File: config.mk
export PLATFORM = sky130hd
export DESIGN_NAME = pc_redirect_unit
export DESIGN_NICKNAME = d
export VERILOG_FILES = /design/src/rtl/pc_redirect_unit.sv
export SDC_FILE = /design/constraint.sdc
export NUM_CORES = 1
export LEC_CHECK = 0
export CAP_MARGIN = 20
export CORE_MARGIN = 3
export CORE_UTILIZATION = 40
export DETAILED_ROUTE_END_ITERATION = 8
export PLACE_DENSITY = 0.83
export SLEW_MARGIN = 40
export SYNTH_ARGS = -nofsm -noshare
export SYNTH_HDL_FRONTEND = slang
export SYNTH_SLANG_ARGS = --single-unit
File: constraint.sdc
create_clock -name clk -period 3.1 [get_ports clk]
set_clock_uncertainty 0.05 [all_clocks]
set_input_delay 0.62 -clock clk [delete_from_list [all_inputs] [get_ports clk]]
set_output_delay 0.62 -clock clk [all_outputs]
set_load 0.05 [all_outputs]
File: src/rtl/pc_redirect_unit.sv
// pc_redirect_unit: owns the PC, drives fetch requests, and sequences flush/bubble after redirects
module pc_redirect_unit #(
    parameter int               XLEN     = 32,
    parameter logic [XLEN-1:0]  RESET_PC = '0,
    parameter int               CNT_W    = 16
) (
    input  logic             clk,
    input  logic             reset_n,
    input  logic [1:0]       pc_sel,
    input  logic [XLEN-1:0]  branch_target,
    input  logic [XLEN-1:0]  jalr_target,
    input  logic [XLEN-1:0]  jal_target,
    input  logic             stall,
    input  logic             fetch_ready,
    output logic             fetch_valid,
    output logic [XLEN-1:0]  fetch_addr,
    output logic [XLEN-1:0]  pc,
    output logic [XLEN-1:0]  pc_plus4,
    output logic             flush_if_id,
    output logic             flush_id_ex,
    output logic             misaligned,
    output logic [CNT_W-1:0] redirect_count
);
    typedef enum logic [1:0] {BOOT, FETCH, SQUASH} state_t;
    state_t          state;
    logic            redirect;
    logic [XLEN-1:0] target;

    assign fetch_valid = state == FETCH;
    assign fetch_addr  = pc;
    assign pc_plus4    = pc + XLEN'(4);

    // Redirect is only meaningful while fetching; JALR target has bit0 cleared before use
    always_comb begin
        redirect = state == FETCH && pc_sel != 2'b11;
        target   = pc_sel == 2'b00 ? branch_target :
                   pc_sel == 2'b01 ? {jalr_target[XLEN-1:1], 1'b0} : jal_target;
    end

    // PC update, one-cycle squash bubble, flush pulses, sticky misalignment and redirect counter
    always_ff @(posedge clk or negedge reset_n) begin
        if (!reset_n) begin
            state          <= BOOT;
            pc             <= RESET_PC;
            flush_if_id    <= 1'b0;
            flush_id_ex    <= 1'b0;
            misaligned     <= 1'b0;
            redirect_count <= '0;
        end else begin
            flush_if_id <= redirect;
            flush_id_ex <= redirect && pc_sel == 2'b00;
            case (state)
                BOOT:   state <= FETCH;
                FETCH: begin
                    if (redirect) begin
                        pc             <= {target[XLEN-1:2], 2'b00};
                        misaligned     <= misaligned | (target[1:0] != 2'b00);
                        redirect_count <= &redirect_count ? redirect_count : redirect_count + 1'b1;
                        state          <= SQUASH;
                    end else if (!stall && fetch_ready) begin
                        pc <= pc_plus4;
                    end
                end
                SQUASH: state <= FETCH;
                default: state <= BOOT;
            endcase
        end
    end
endmodule

==> impl_metrics.tcl <==
set metrics [dict create \
    status "finished, final reports clean" \
    period_needed_ps 3010 \
    finalHoldViolations 0 \
    io_buffers 210 \
    antennaDiodeCount 0 \
    internal-power_uw 3160 \
    cts_sinks 51 \
    power_uw 7530 \
    pwr-share-comb 0.756 \
    drc 0 \
    r2r-end "fetch_addr[31]$_DFFE_PN0P_" \
    synth_area_leader_cell "dfrtp_1" \
    grt_max_degree 21 \
    clk_path_buf_depth 2 \
    clk_pin_slew_worst_paths_ps 90 \
    swShare 0.580 \
    reg2reg_slack_ps 950 \
    layout.nets 740 \
    irDropWorstVdd_uv 569 \
    p_sw_uw 4370 \
    clk_latency_ps 300 \
    cp-end-kind "output pin" \
    grt_overflow 0 \
    powerDensity_nw_per_um2 1160 \
    wire_per_inst_um 18.8 \
    grt_pass1_wl_um 22300 \
    place_area_um2 6360 \
    postRouteAntennaNets 0 \
    io_pins 218 \
    cp.arrival_ps 2340 \
    start_util 0.413 \
    place_inst 762 \
    maxCapViolCount 0 \
    ys_async_sr_fraction 1.00 \
    die_area_um2 11400 \
    gp_congestion 0.900 \
    rr_worst_depth 5 \
    dr.pass1.iters 6 \
    die_x_um 107 \
    drive_gt1_frac 0.201 \
    synth_edf_count 0 \
    yosysTopAreaCellShare 0.315 \
    antenna_found_initial 0 \
    drt-total-wl_um 14500 \
    root_buffer "clkbuf_8" \
    synthFlopType "dfrtp_1" \
    syn_area_um2 4050 \
    rsz0062_at_grt "no" \
    rr_startpoint "fetch_addr[27]$_DFFE_PN0P_" \
    yosys_warnings 0 \
    ys_seq_elements 51 \
    viasPerCell 5.65 \
    synthTopCellsByArea "dfrtp_1, mux2_2, buf_4" \
    start_kind "flip-flop" \
    holdWs_ps 211 \
    fin_cells 770 \
    dieHeight_um 107 \
    tightest_slew_ps 607 \
    syn_inst 463 \
    finish.utilization 0.663 \
    slew_headroom 0.592 \
    critical_path_class "flip-flop to output pin" \
    fmax_mhz 332 \
    cts_tree "done" \
    ys_seq_area_frac 0.315 \
    cts_max_level 2 \
    finalSetupViolCount 0 \
    core_area_um2 9820 \
    min_path_type "input port to asynchronous set/reset pin" \
    std_cell_rows 36 \
    fin_area_um2 6510 \
    slew_viol_final 0 \
    crit_fanout 8 \
    clkPwrFrac 0.054 \
    cts-buffers-inserted 5 \
    pwr-share-seq 0.191 \
    post_cts_buffers 0 \
    required_ps 2430 \
    grt_pass1_vias 4328 \
    final.period_utilization 0.972 \
    vias 4349 \
    avgSynthCellArea_um2 8.75 \
    place_hpwl_um 11300 \
    synth_cell_types 57 \
    area_growth_pct 60.6 \
    grt_usage 0.243 \
    p_leak_uw 0.00248 \
    drtIter0Drc 228 \
]
[how the worst max path moves through the flow]
| stage | startpoint | end | slack (ps) | cells after the start |
|---|---|---|---|---|
| floorplan | fetch_addr[2]$_DFFE_PN0P_ | pc_plus4[26] | -140 | 6 |
| global placement | pc_sel[1] | fetch_addr[4]$_DFFE_PN0P_ | 270 | 7 |
| detailed placement | pc_sel[1] | fetch_addr[11]$_DFFE_PN0P_ | 180 | 7 |
| CTS | fetch_addr[25]$_DFFE_PN0P_ | pc_plus4[31] | 60 | 5 |
| global route | fetch_addr[27]$_DFFE_PN0P_ | pc_plus4[31] | 8 | 5 |
| finish | fetch_addr[27]$_DFFE_PN0P_ | pc_plus4[31] | 90 | 5 |
[layout by cell type (no fill, tap or decap), types with 4 or more instances in the layout]
cell type        instances
nor3_2                   4
nor3_1                   9
a21oi_1                 22
dfrtp_2                 10
nor4_1                   7
a22oi_1                  8
xor2_2                  12
and4_1                   4
dfrtp_1                 41
nand4_1                 15
xnor2_1                 28
a21o_1                   5
clkdlybuf4s50_1        184
buf_4                   23
nand2_1                 30
o2bb2ai_1                9
buf_12                  20
inv_1                    4
nor4_2                   4
nand3_1                 19
and3_1                   4
conb_1                   6
mux2_2                  29
clkbuf_8                 6
xor2_1                   5
nor2_1                  24
o21ai_0                 26
o22ai_1                 27
[flip-flops by register name (all words and copies together), names as in the netlist]
register,cells
flush_if_id,1
flush_id_ex,1
state,2
misaligned,1
fetch_addr,30
redirect_count,16
[cell families (layout without fill, tap and decap cells)]
group,after synthesis,after routing,share of synthesized area
buffers and inverters,74,243,0.115
flip-flops,51,51,0.315
other,1,6,0.000925
adder cells (fa/ha/maj),2,2,0.00617
multiplexers,32,32,0.0880
XOR/XNOR,48,48,0.104
AO/OA/AOI/OAI,110,110,0.169
AND/OR/NAND/NOR,145,145,0.202
[per-layer routing]
| metal | part of all wire | vias to the layer above | global-route usage |
|---|---|---|---|
| met5 | 0 | - | 0 |
| met4 | 0.016 | 0 | 0.0548 |
| met3 | 0.090 | 22 | 0.0596 |
| met2 | 0.51 | 228 | 0.433 |
| met1 | 0.39 | 2103 | 0.296 |
| li1 | - | 1996 | - |
[critical path: stages, from the launching register on]
cell and delay [ps]:
dfrtp_1 540, nand4_1 280, or2_2 380, nor4_2 490, xor2_2 210, buf_12 160
[cell type report]
| class | instances | area, um2 |
|---|---|---|
| tap | 133 | 166 |
| clock buffer | 7 | 86.3 |
| sequential | 51 | 1290 |
| inverter | 5 | 18.8 |
| clock inverter | 1 | 5.00 |
| timing repair buffer | 230 | 2440 |
| fill | 774 | 3310 |
| multi-input combinational | 343 | 2510 |
[power groups by stage]
stage,Combinational (uW),Clock [uW],Sequential [uW]
after global placement,5580,0,1410
after global routing,5910,435,1480
final,5690,403,1440
after CTS,5660,408,1420
after floorplan,3140,0,2040
after detailed placement,5640,0,1430
[what timing repair did]
action                                  4_1_cts  5_1_grt
hold buffers                                  0        0
resized for setup                             4       11
pin swaps                                     0        1
endpoints found under the setup margin        5       10
[through the flow]
stage	setup slack, ps	TNS, ps
after floorplan	-139	-158
after global placement	271	0
after detailed placement	180	0
after CTS	58.3	0
after global routing	7.99	0
final	86.4	0
[cells in the mapped netlist, drive strengths merged (4+ instances only)]
library cell and count:
clkbuf 19, mux2 29, nand3 21, nand4 16, o21ai 26, nor4 13, or3 4, nor2 24
buf 50, a22oi 8, o2bb2ai 9, a21o 5, a21oi 22, o22ai 27, and4 5, nand2 31
xor2 17, dfrtp 51, and3 5, xnor2 31, inv 4, nor3 13
No activity file was read; power rests on OpenSTA's default activity.
